**src/rtl/symbol_frame_pkg.sv**
```systemverilog
// rtl/symbol_frame_pkg.sv - shared symbol width, framing FSM states and FIFO entry layout
package symbol_frame_pkg;

    localparam int SYM_W = 7;

    typedef enum logic [0:0] {
        IDLE   = 1'b0,
        IN_PKT = 1'b1
    } state_t;

    typedef struct packed {
        logic [SYM_W-1:0] data;
        logic             sop;
        logic             eop;
        logic             err;
    } entry_t;

    localparam int ENTRY_W = $bits(entry_t);

endpackage

```
**src/rtl/sync_fifo.sv**
```systemverilog
// rtl/sync_fifo.sv - single-clock show-ahead FIFO; rd_data always presents the head entry
module sync_fifo #(
    parameter int WIDTH = 8,
    parameter int DEPTH = 16
) (
    input  logic             clk,
    input  logic             rst,
    input  logic             wr_en,
    input  logic [WIDTH-1:0] wr_data,
    input  logic             rd_en,
    output logic [WIDTH-1:0] rd_data,
    output logic             full,
    output logic             empty
);

    localparam int AW = $clog2(DEPTH);

    logic [WIDTH-1:0] mem [DEPTH];
    logic [AW-1:0]    wr_ptr;
    logic [AW-1:0]    rd_ptr;
    logic [AW:0]      count;
    logic             do_wr;
    logic             do_rd;

    // Writes are refused while full even if a pop lands in the same cycle.
    assign do_wr   = wr_en & ~full;
    assign do_rd   = rd_en & ~empty;
    assign full    = (count == (AW+1)'(DEPTH));
    assign empty   = (count == '0);
    assign rd_data = mem[rd_ptr];

    always_ff @(posedge clk) begin
        if (rst) begin
            wr_ptr <= '0;
            rd_ptr <= '0;
            count  <= '0;
        end else begin
            if (do_wr) wr_ptr <= wr_ptr + 1'b1;
            if (do_rd) rd_ptr <= rd_ptr + 1'b1;
            case ({do_wr, do_rd})
                2'b10:   count <= count + 1'b1;
                2'b01:   count <= count - 1'b1;
                default: count <= count;
            endcase
        end
    end

    always_ff @(posedge clk) begin
        if (do_wr) mem[wr_ptr] <= wr_data;
    end

endmodule

```
**src/rtl/symbol_frame_check.sv**
```systemverilog
// rtl/symbol_frame_check.sv - packet framing/XOR/length checker with FIFO; optional counters via SYMBOL_FRAME_CHECK_STATS_EN
module symbol_frame_check
    import symbol_frame_pkg::*;
#(
    parameter int DEPTH   = 16,
    parameter int MAX_LEN = 255
) (
    input  logic             clk,
    input  logic             rst,
    input  logic             valid_in,
    input  logic [SYM_W-1:0] data_in,
    input  logic             sop_in,
    input  logic             eop_in,
    output logic             ready_out,
    output logic             valid_out,
    output logic [SYM_W-1:0] data_out,
    output logic             sop_out,
    output logic             eop_out,
    output logic             err_out,
    input  logic             ready_in
`ifdef SYMBOL_FRAME_CHECK_STATS_EN
    ,
    output logic [15:0]      pkt_cnt_out,
    output logic [15:0]      err_cnt_out,
    output logic [15:0]      drop_cnt_out
`endif
);

    localparam int LEN_W = $clog2(MAX_LEN + 2);
    localparam logic [LEN_W-1:0] LEN_SAT = LEN_W'(MAX_LEN + 1);
    localparam logic [LEN_W-1:0] LEN_MAX = LEN_W'(MAX_LEN);

    state_t           state_q;
    logic [SYM_W-1:0] csum_q, csum_new;
    logic [LEN_W-1:0] len_q, len_new;
    logic             frm_q, frm_new;
    logic             err_new;
    logic             accept;
    logic             wr_en;
    logic             rd_en;
    logic             full;
    logic             empty;
    entry_t           wr_entry;
    entry_t           rd_entry;

    assign accept = valid_in & ready_out;

    // Running packet state after absorbing data_in; a sop restarts it, and a sop seen mid-packet marks framing.
    always_comb begin
        csum_new = csum_q ^ data_in;
        len_new  = (len_q == LEN_SAT) ? len_q : len_q + 1'b1;
        frm_new  = frm_q;
        if (state_q == IDLE || sop_in) begin
            csum_new = data_in;
            len_new  = LEN_W'(1);
            frm_new  = (state_q == IN_PKT);
        end
        err_new  = (csum_new != '0) | (len_new > LEN_MAX) | frm_new;
        wr_en    = accept & ((state_q == IN_PKT) | sop_in);
        wr_entry = '{data: data_in, sop: sop_in, eop: eop_in, err: eop_in & err_new};
    end

    always_ff @(posedge clk) begin
        if (rst) begin
            state_q <= IDLE;
            csum_q  <= '0;
            len_q   <= '0;
            frm_q   <= 1'b0;
        end else if (wr_en) begin
            csum_q  <= csum_new;
            len_q   <= len_new;
            frm_q   <= frm_new;
            state_q <= eop_in ? IDLE : IN_PKT;
        end
    end

    sync_fifo #(
        .WIDTH (ENTRY_W),
        .DEPTH (DEPTH)
    ) u_fifo (
        .clk     (clk),
        .rst     (rst),
        .wr_en   (wr_en),
        .wr_data (wr_entry),
        .rd_en   (rd_en),
        .rd_data (rd_entry),
        .full    (full),
        .empty   (empty)
    );

    assign ready_out = ~full;
    assign valid_out = ~empty;
    assign rd_en     = valid_out & ready_in;
    assign data_out  = valid_out ? rd_entry.data : '0;
    assign sop_out   = valid_out & rd_entry.sop;
    assign eop_out   = valid_out & rd_entry.eop;
    assign err_out   = valid_out & rd_entry.eop & rd_entry.err;

`ifdef SYMBOL_FRAME_CHECK_STATS_EN
    always_ff @(posedge clk) begin
        if (rst) begin
            pkt_cnt_out  <= '0;
            err_cnt_out  <= '0;
            drop_cnt_out <= '0;
        end else begin
            if (wr_en && eop_in && pkt_cnt_out != 16'hFFFF)
                pkt_cnt_out <= pkt_cnt_out + 1'b1;
            if (wr_en && eop_in && err_new && err_cnt_out != 16'hFFFF)
                err_cnt_out <= err_cnt_out + 1'b1;
            if (accept && state_q == IDLE && !sop_in && drop_cnt_out != 16'hFFFF)
                drop_cnt_out <= drop_cnt_out + 1'b1;
        end
    end
`endif

endmodule

```
**config.mk**
```make
export PLATFORM = sky130hd
export DESIGN_NAME = symbol_frame_check
export DESIGN_NICKNAME = d
export VERILOG_FILES = /design/src/rtl/symbol_frame_pkg.sv /design/src/rtl/sync_fifo.sv /design/src/rtl/symbol_frame_check.sv
export SDC_FILE = /design/constraint.sdc
export NUM_CORES = 1
export LEC_CHECK = 0
export ABC_AREA = 1
export BUFFER_PORTS_ARGS = -buffer_cell sky130_fd_sc_hd__buf_2
export CORE_MARGIN = 3
export CORE_UTILIZATION = 67
export DETAILED_ROUTE_END_ITERATION = 16
export GPL_ROUTABILITY_DRIVEN = 0
export GPL_TIMING_DRIVEN = 0
export PLACE_DENSITY = 0.85
export SLEW_MARGIN = 30
export SYNTH_ARGS = -nofsm -noshare
export SYNTH_HDL_FRONTEND = slang
export SYNTH_SLANG_ARGS = --single-unit
```
**constraint.sdc**
```tcl
create_clock -name clk -period 7.04 [get_ports clk]
set_input_delay 0.352 -clock clk [delete_from_list [all_inputs] [get_ports clk]]
set_output_delay 0.352 -clock clk [all_outputs]
set_load 0.01 [all_outputs]
```
==> results of run 1 <==
==> routing by layer <==
| layer | up-vias | global-route usage | part of all wire |
|---|---|---|---|
| li1 | 2921 | - | - |
| met1 | 3049 | 0.420 | 0.36 |
| met2 | 464 | 0.503 | 0.47 |
| met3 | 88 | 0.0778 | 0.13 |
| met4 | 0 | 0.188 | 0.048 |
| met5 | - | 0 | 0 |
==> kinds of logic after synthesis <==
group / Yosys count
simple gates: 479
fa+ha+maj: 12
flops: 195
buf+inv: 86
compound gates: 52
xor+xnor: 8
==> how the worst max path moves through the flow <==
| stage | start | end | slack (ns) | cells after the start |
|---|---|---|---|---|
| after floorplan | u_fifo.count[2] | u_fifo.count[4] | 4.76 | 15 |
| after global placement | sop_in | u_fifo.mem[11][5] | 3.79 | 6 |
| after detailed placement | sop_in | u_fifo.count[4] | 4.10 | 16 |
| after CTS | state_q | u_fifo.count[4] | 4.39 | 16 |
| after global routing | state_q | u_fifo.count[4] | 4.16 | 16 |
| final | state_q | u_fifo.count[4] | 4.33 | 16 |
==> per-stage QoR <==
stage | std cells | setup slack, ns | area, sq um | utilization
5_1_grt | 1058 | 4.16 | 9330 | 0.770
3_5_place_dp | 1026 | 4.10 | 8780 | 0.725
4_1_cts | 1058 | 4.39 | 9320 | 0.770
6_report | 1058 | 4.33 | 9330 | 0.770
2_1_floorplan | 832 | 4.76 | 8400 | -
3_3_place_gp | 1024 | 3.79 | 8730 | 0.721
==> flip-flops by register name (all words and copies together), names as in the netlist, named ones only <==
register	flops
u_fifo.mem	160
len_q	9
csum_q	7
u_fifo.count	5
u_fifo.rd_ptr	4
u_fifo.wr_ptr	4
frm_q	1
state_q	1
==> power by group <==
group          switching, mW  leakage [nW]  internal [mW]
registers             0.0281          1.73           1.29
logic                  0.695          1.59          0.286
clock network          0.401         0.264          0.482
total                   1.12          3.58           2.06
==> layout by cell type (no fill, tap or decap), drive strengths merged, types with 2 or more instances in the layout <==
cell,Yosys,layout
clkbuf,13,37
xnor2,2,2
clkinv,2,7
o21ai,11,11
ha,11,11
nor3,4,4
edfxtp,160,160
nand4,6,6
a21oi,40,40
dfxtp,35,35
nand2,281,281
inv,47,49
xor2,6,6
buf,24,50
nand3,150,150
nor2,36,36
==> worst max-delay path, cell delays in order, from the launching register on <==
cell and delay [ns]:
sky130_fd_sc_hd__dfxtp_1 0.30, sky130_fd_sc_hd__buf_2 0.17, sky130_fd_sc_hd__inv_2 0.11, sky130_fd_sc_hd__nand2_1 0.12, sky130_fd_sc_hd__nand3_4 0.16, sky130_fd_sc_hd__buf_2 0.27, sky130_fd_sc_hd__ha_1 0.32, sky130_fd_sc_hd__inv_1 0.08
sky130_fd_sc_hd__fa_1 0.41, sky130_fd_sc_hd__inv_1 0.07, sky130_fd_sc_hd__nand2_1 0.05, sky130_fd_sc_hd__a21oi_1 0.21, sky130_fd_sc_hd__nor2_1 0.07, sky130_fd_sc_hd__nand2_1 0.06, sky130_fd_sc_hd__nand2_1 0.05, sky130_fd_sc_hd__nand2_1 0.06
sky130_fd_sc_hd__a21oi_1 0.06
==> cell type report <==
class                   count  area, sq um
flip-flops and latches    195         5510
fillers                   763         2780
multi-input cells         551         2580
clock buffers              24          483
well taps                 168          210
inverters                  49          184
plain buffers              37          176
repair buffers             26          139
clock inverters             8         52.6
==> impl_results.rst, run 1 <==
.. list-table::
   :header-rows: 1

   * - Metric
     - Value
   * - Element type at the critical path end
     - flop
   * - Post-CTS setup repair buffer count
     - 0
   * - Status
     - complete, no violations
   * - Leak pwr
     - 3.58 nW
   * - Post-synthesis xor/xnor area fraction
     - 0.00834
   * - TritonCTS clock tree
     - done
   * - Most frequent cell after synthesis
     - sky130_fd_sc_hd__nand2_1
   * - Overall power consumption
     - 3.18 mW
   * - Fin crit share
     - 0.385
   * - Avg Cell Area, Syn
     - 10.1 sq um
   * - Critical Path AT
     - 3.01 ns
   * - Post-CTS Hold Fix Bufs
     - 0
   * - Post-synth net total
     - 857
   * - Count of unresolved DRC violations after routing
     - 0
   * - Max Fclk
     - 369 MHz
   * - Required time at the endpoint of the critical path
     - 7.33 ns
   * - Number of buffers between clock root and the deepest sink
     - 2
   * - Buffer type at the clock tree root
     - sky130_fd_sc_hd__clkbuf_16
   * - Yosys top cell by area
     - sky130_fd_sc_hd__edfxtp_1
   * - Hold Path Origin
     - rst
   * - Inserted Diodes
     - 0
   * - Total negative slack for setup checks
     - 0 ns
   * - Max capacitance violation total
     - 0
   * - Number of flip-flops and latches in the synthesized netlist
     - 195
   * - Startpoint-to-endpoint class of the critical path
     - flop to flop
   * - First-pass GRT wire length
     - 33900 um
   * - Core region area
     - 0.0121 sq mm
   * - Hold Path Cell Cnt
     - 4
   * - Horizontal die dimension
     - 118 um
   * - FF-to-FF End
     - u_fifo.count[4]
   * - Post-synthesis cell count
     - 832
   * - Netlist area before placement
     - 0.00840 sq mm
   * - Worst clock skew on the final layout
     - 0.00841 ns
   * - Worst r2r src
     - state_q
   * - TritonCTS buffer count
     - 17
   * - Total via count after detailed routing
     - 6522
   * - I/O pin total
     - 25
   * - Remaining number of nets flagged by the antenna check after routing
     - 0
   * - Depth of the CTS H-tree
     - 4
   * - Area fraction in compound gates after synthesis
     - 0.0313
   * - Initial cell density of the core
     - 0.693
   * - Post_cts resized
     - 0
   * - Count of endpoints failing hold in the final timing report
     - 0
   * - Worst relative slew slack
     - 0.348
   * - Ratio of total power to cell area
     - 341 mW/mm^2
   * - Top_reg_cell synth
     - sky130_fd_sc_hd__edfxtp_1
   * - Ys async rst share
     - 0
   * - Avg WL per Cell
     - 20.7 um
   * - Via count of the first global-routing pass
     - 6442
   * - Count of final max-slew check failures
     - 0
   * - Depth of the worst register-to-register path
     - 16
   * - Worst-skew pair later-pin latency
     - 0.44 ns
   * - Clock-pin slew reported for the worst setup and hold paths after clock tree synthesis
     - 0.07 ns
   * - Worst R2R Setup Slack
     - 4.33 ns
   * - Crit Path Max Fanout
     - 10
   * - Final routed wirelength across all metal layers
     - 21900 um
   * - Number of violations reported at the end of detailed-routing iteration 0
     - 1060
   * - Post-synthesis cell type count
     - 29
   * - First drt pass iteration count
     - 6
   * - Maximum number of pins on one net before global-route repair
     - 21
   * - Adder and majority cell fraction of the synthesized area
     - 0.0188
   * - Hold Slack
     - 0.226 ns
   * - Part of the Yosys area used for sequential elements
     - 0.656
   * - Final HPWL from detailed placement
     - 14200 um
   * - Worst min-delay path category
     - primary input to flop
   * - Antenna violations before repair
     - 0
   * - Tmin final
     - 2.71 ns
   * - Final setup viols
     - 0
   * - Synth area leaders
     - sky130_fd_sc_hd__edfxtp_1 (57%), sky130_fd_sc_hd__nand2_1 (13%), sky130_fd_sc_hd__nand3_1 (8.9%)
   * - Most frequent cells after synthesis
     - sky130_fd_sc_hd__nand2_1 (281), sky130_fd_sc_hd__edfxtp_1 (160), sky130_fd_sc_hd__nand3_1 (149), sky130_fd_sc_hd__a21oi_1 (40), sky130_fd_sc_hd__inv_1 (36)
   * - Growth of design area from synthesis to finish
     - 11.1%
   * - Synth Area in Simple Gates
     - 0.243
   * - Worst Max-Slew Pin Slew
     - 0.975 ns
   * - Port Buffer Count
     - 24
   * - Height of the chip
     - 118 um
   * - Die outline area
     - 0.0139 sq mm
   * - Top cell type's share of synthesized area
     - 0.572
   * - Net total in the final layout
     - 902
   * - Largest voltage drop on the vdd net
     - 195 uV
   * - Terminating pin of the worst hold path
     - u_fifo.count[3]
   * - Sum of overflow across all layers after global routing
     - 0
   * - Fraction of final layout cells with drive strength greater than 1
     - 0.121
   * - Number of synthesized flops with an enable pin
     - 160
   * - Multiplexer share of the synthesized area
     - 0
   * - Yosys synthesis warning count
     - 0
   * - RSZ-0062 raised after global routing
     - false
   * - Global router's overall resource usage
     - 0.324
   * - Kind of start point of the critical path
     - flop
   * - Dominant combinational cell family by area after synthesis
     - simple AND/OR/NAND/NOR gates
   * - Cell row count
     - 40
   * - Sink Count
     - 195
   * - Via density per instance
     - 6.16
Note: power is estimated with default switching activity, not from simulation.
==> inputs of run 2 (changes only) <==
ABC_AREA = 0   (was 1)
CORE_UTILIZATION = 56   (was 67)
PLACE_DENSITY = 0.76   (was 0.85)
clock period = 2.3 ns   (was 7.04 ns; I/O delays follow)
==> impl_results.rst, run 2 <==
.. list-table::
   :header-rows: 1

   * - Metric
     - Value
   * - Core region area
     - 0.0140 sq mm (was 0.0121 sq mm)
   * - Height of the chip
     - 126 um (was 118 um)
   * - Sink Count
     - 195 (unchanged)
   * - Part of the Yosys area used for sequential elements
     - 0.680 (was 0.656)
   * - Crit path cell chain
     - or4_4, o211a_4, inv_4, ha_4, inv_4, fa_2, nor2b_4, o21ai_4, and3_4, or4_4, a21oi_2 (was buf_2, inv_2, nand2_1, nand3_4, buf_2, ha_1, inv_1, fa_1, inv_1, nand2_1, a21oi_1, nor2_1, nand2_1, nand2_1, nand2_1, a21oi_1)
   * - Crit Path Max Fanout
     - 4 (was 10)
   * - Pint
     - 7.20 mW (was 2.06 mW)
   * - Fin crit share
     - 1.25 (was 0.385)
   * - First-pass GRT wire length
     - 29400 um (was 33900 um)
   * - Critical Path Slowest Stage Cell
     - sky130_fd_sc_hd__or4_4 (was sky130_fd_sc_hd__fa_1)
   * - Antenna violations before repair
     - 1 (was 0)
   * - Avg WL per Cell
     - 25.2 um (was 20.7 um)
   * - Netlist area before placement
     - 0.00809 sq mm (was 0.00840 sq mm)
   * - Tmin final
     - 2.87 ns (was 2.71 ns)
   * - Final setup margin
     - -0.574 ns (was 4.33 ns)
   * - Violations in the final reports
     - negative setup slack
   * - TritonCTS clock tree
     - done (unchanged)
   * - RSZ-0062 raised after global routing
     - true (was false)
   * - Count of unresolved DRC violations after routing
     - 0 (unchanged)
   * - Ratio of total power to cell area
     - 1000 mW/mm^2 (was 341 mW/mm^2)
   * - Stage delay of the slowest cell on the critical path
     - 0.55 ns (was 0.41 ns)
   * - Post-synthesis cell type count
     - 51 (was 29)
   * - Port Buffer Count
     - 24 (unchanged)
   * - Startpoint-to-endpoint class of the critical path
     - flop to flop (unchanged)
   * - WP depth
     - 11 (was 16)
   * - Status
     - finished with violations (was complete, no violations)
   * - Ys async rst share
     - 0 (unchanged)
   * - Critical Path AT
     - 3.24 ns (was 3.01 ns)
   * - Final setup viols
     - 24 (was 0)
   * - Global router's overall resource usage
     - 0.251 (was 0.324)
   * - Number of buffers between clock root and the deepest sink
     - 2 (unchanged)
   * - Buffer type at the clock tree root
     - sky130_fd_sc_hd__clkbuf_16 (unchanged)
   * - Number of violations reported at the end of detailed-routing iteration 0
     - 476 (was 1060)
   * - Logic pwr share
     - 0.281 (was 0.308)
   * - Depth of the worst register-to-register path
     - 11 (was 16)
   * - Sum of overflow across all layers after global routing
     - 0 (unchanged)
   * - Dpl ws
     - -0.781 ns (was 4.10 ns)
   * - Maximum number of pins on one net before global-route repair
     - 22 (was 21)
   * - Clk network pwr share
     - 0.309 (was 0.278)
   * - Fraction of final layout cells with drive strength greater than 1
     - 0.350 (was 0.121)
   * - Die outline area
     - 0.0159 sq mm (was 0.0139 sq mm)
   * - Cell row count
     - 43 (was 40)
   * - Growth of design area from synthesis to finish
     - 22.2% (was 11.1%)
   * - Total via count after detailed routing
     - 4910 (was 6522)
   * - Critical path buffers and inverters
     - 2 (was 5)
   * - Worst min-delay path category
     - primary input to flop (unchanged)
   * - Element type at the critical path end
     - flop (unchanged)
   * - Count of final max-slew check failures
     - 0 (unchanged)
   * - Via density per instance
     - 6.46 (was 6.16)
   * - Fill cell count
     - 807 (was 763)
   * - Switch Pwr
     - 2.70 mW (was 1.12 mW)
   * - Power share of the sequential group
     - 0.410 (was 0.414)
   * - Required time at the endpoint of the critical path
     - 2.67 ns (was 7.33 ns)
   * - I/O pin total
     - 25 (unchanged)
   * - Most frequent cells in the layout
     - sky130_fd_sc_hd__edfxtp_1 (160), sky130_fd_sc_hd__mux4_2 (48), sky130_fd_sc_hd__dfxtp_1 (29), sky130_fd_sc_hd__nand2_1 (27), sky130_fd_sc_hd__nor2_1 (25) (was sky130_fd_sc_hd__nand2_1 (281), sky130_fd_sc_hd__edfxtp_1 (160), sky130_fd_sc_hd__nand3_1 (149), sky130_fd_sc_hd__buf_2 (45), sky130_fd_sc_hd__a21oi_1 (39))
   * - Max FFs per register
     - 160 (unchanged)
   * - Critical path endpoint
     - u_fifo.count[4] (unchanged)
   * - Max capacitance violation total
     - 0 (unchanged)
   * - Worst-skew pair later-pin latency
     - 0.44 ns (about the same)
   * - Synth area leaders
     - sky130_fd_sc_hd__edfxtp_1 (59%), sky130_fd_sc_hd__mux4_2 (13%), sky130_fd_sc_hd__dfxtp_1 (8.7%) (was sky130_fd_sc_hd__edfxtp_1 (57%), sky130_fd_sc_hd__nand2_1 (13%), sky130_fd_sc_hd__nand3_1 (8.9%))
   * - Depth of the CTS H-tree
     - 4 (unchanged)
   * - Net total in the final layout
     - 593 (was 902)
   * - Switching fraction of total power
     - 0.273 (was 0.353)
   * - Yosys synthesis warning count
     - 0 (unchanged)
   * - Hold Slack
     - 0.0955 ns (was 0.226 ns)
   * - Remaining number of nets flagged by the antenna check after routing
     - 0 (unchanged)
   * - FF-to-FF End
     - u_fifo.count[4] (unchanged)
   * - Largest voltage drop on the vdd net
     - 615 uV (was 195 uV)
   * - Worst r2r src
     - u_fifo.count[3] (was state_q)
   * - Most frequent cell after synthesis
     - sky130_fd_sc_hd__edfxtp_1 (was sky130_fd_sc_hd__nand2_1)
   * - Initial cell density of the core
     - 0.578 (was 0.693)
   * - Most common library cell in the layout ignoring fill and taps
     - sky130_fd_sc_hd__edfxtp_1 (was sky130_fd_sc_hd__nand2_1)
   * - Yosys top cell by area
     - sky130_fd_sc_hd__edfxtp_1 (unchanged)
   * - Inserted Diodes
     - 0 (unchanged)
   * - Max Fclk
     - 348 MHz (was 369 MHz)
   * - Leak pwr
     - 3.17 nW (was 3.58 nW)
   * - Worst Max-Slew Pin Slew
     - 0.785 ns (was 0.975 ns)
   * - Post-synth net total
     - 519 (was 857)
   * - TritonCTS buffer count
     - 17 (unchanged)
   * - Worst clock skew on the final layout
     - 0.0120 ns (was 0.00841 ns)
   * - Top_reg_cell synth
     - sky130_fd_sc_hd__edfxtp_1 (unchanged)
   * - Horizontal die dimension
     - 126 um (was 118 um)
   * - Number of synthesized flops with an enable pin
     - 160 (unchanged)
   * - Via count of the first global-routing pass
     - 4943 (was 6442)
   * - Biggest register
     - u_fifo.mem (unchanged)
   * - Final HPWL from detailed placement
     - 10800 um (was 14200 um)
   * - Family with the most delay on the worst path
     - simple AND/OR/NAND/NOR gates (was adder cells)
   * - Worst relative slew slack
     - 0.472 (was 0.348)
   * - First drt pass iteration count
     - 4 (was 6)
   * - Final routed wirelength across all metal layers
     - 19200 um (was 21900 um)
   * - Overall power consumption
     - 9.90 mW (was 3.18 mW)
   * - Avg Cell Area, Syn
     - 16.4 sq um (was 10.1 sq um)
   * - Top cell type's share of synthesized area
     - 0.594 (was 0.572)
   * - Kind of start point of the critical path
     - flop (unchanged)
   * - Number of flip-flops and latches in the synthesized netlist
     - 195 (unchanged)
   * - Top Registers
     - u_fifo.mem (160), len_q (9), csum_q (7) (unchanged)
   * - Start point of the critical path
     - u_fifo.count[3] (was state_q)
   * - Post-synthesis cell count
     - 494 (was 832)
   * - Worst R2R Setup Slack
     - -0.57 ns (was 4.33 ns)
   * - Clock-pin slew reported for the worst setup and hold paths after clock tree synthesis
     - 0.07 ns (about the same)
   * - Count of endpoints failing hold in the final timing report
     - 0 (unchanged)
   * - Most frequent cells after synthesis
     - sky130_fd_sc_hd__edfxtp_1 (160), sky130_fd_sc_hd__mux4_2 (48), sky130_fd_sc_hd__nor2_1 (39), sky130_fd_sc_hd__dfxtp_1 (35), sky130_fd_sc_hd__nand2_1 (31) (was sky130_fd_sc_hd__nand2_1 (281), sky130_fd_sc_hd__edfxtp_1 (160), sky130_fd_sc_hd__nand3_1 (149), sky130_fd_sc_hd__a21oi_1 (40), sky130_fd_sc_hd__inv_1 (36))
-- run 2: cell count changes after synthesis, moves of 9 or more --
cell                      before  now
sky130_fd_sc_hd__mux4_2        0   48
sky130_fd_sc_hd__inv_1        36   10
sky130_fd_sc_hd__buf_2        21    5
sky130_fd_sc_hd__nand2_1     281   31
sky130_fd_sc_hd__a21oi_1      40   21
sky130_fd_sc_hd__inv_2        11    2
sky130_fd_sc_hd__nand3_1     149    7
-- run 2: per-stage QoR --
stage               std cells  TNS [ns]  cell area, sq um   util
floorplan                 494    -0.401              8120      -
global placement          698    -92.50              8470  0.605
detailed placement        699    -72.15              8520  0.609
CTS                       755     -2.90              9710  0.694
global route              760     -4.58              9890  0.707
finish                    760     -3.71              9890  0.707
-- run 2: cell type report --
cell class	count	area, sq um	area share
multi-input combinational	261	2710	0.274
buffer	24	191	0.0194
tap	180	225	0.0228
timing repair buffer	56	581	0.0587
sequential	195	5520	0.558
inverter	13	53.8	0.00544
clock inverter	7	95.1	0.00962
clock buffer	24	514	0.0520
-- run 2: kinds of logic (layout without fill, tap and decap cells) --
kind of cell | Yosys count | count (layout) | share of synthesized area
DFF | 195 | 195 | 0.680
muxes | 54 | 54 | 0.141
AOI/OAI and AO/OA | 68 | 68 | 0.0540
xor gates and xnor gates | 12 | 12 | 0.0130
buffers and inverters | 38 | 124 | 0.0221
and+or+nand+nor | 115 | 115 | 0.0696
adders and majority gates | 12 | 12 | 0.0195
-- run 2: worst min-delay path by stage --
stage | from | end | slack [ns] | cells past startpoint
after floorplan | rst | len_q[1] | 0.18 | 1
after global placement | rst | len_q[1] | 0.36 | 2
after detailed placement | rst | len_q[1] | 0.36 | 2
after CTS | eop_in | u_fifo.mem[12][1] | 0.09 | 1
after global routing | eop_in | u_fifo.mem[12][1] | 0.1 | 1
final | eop_in | u_fifo.mem[12][1] | 0.1 | 1
-- run 2: power by group through the flow --
| stage | combinational (mW) | clock (mW) | sequential (mW) |
|---|---|---|---|
| 2_1_floorplan | 1.28 | 0 | 4.08 |
| 3_3_place_gp | 1.76 | 0 | 4.09 |
| 3_5_place_dp | 1.83 | 0 | 4.10 |
| 4_1_cts | 2.54 | 3.04 | 4.04 |
| 5_1_grt | 2.95 | 3.22 | 4.07 |
| 6_report | 2.78 | 3.06 | 4.06 |
-- run 2: routing by layer --
metal,part of all wire,vias up,track usage
met4,0.033,2,0.117
li1,-,2088,-
met1,0.38,2540,0.316
met2,0.52,235,0.415
met5,0.0022,-,0
met3,0.066,45,0.0585
-- run 2: repair_timing --
action	4_1_cts	5_1_grt
setup endpoints to repair	165	138
endpoints found under the hold margin	2	0
gates cloned	3	0
resized for setup	72	26
buffers inserted	22	6
hold buffers	1	0
pin swaps	20	11
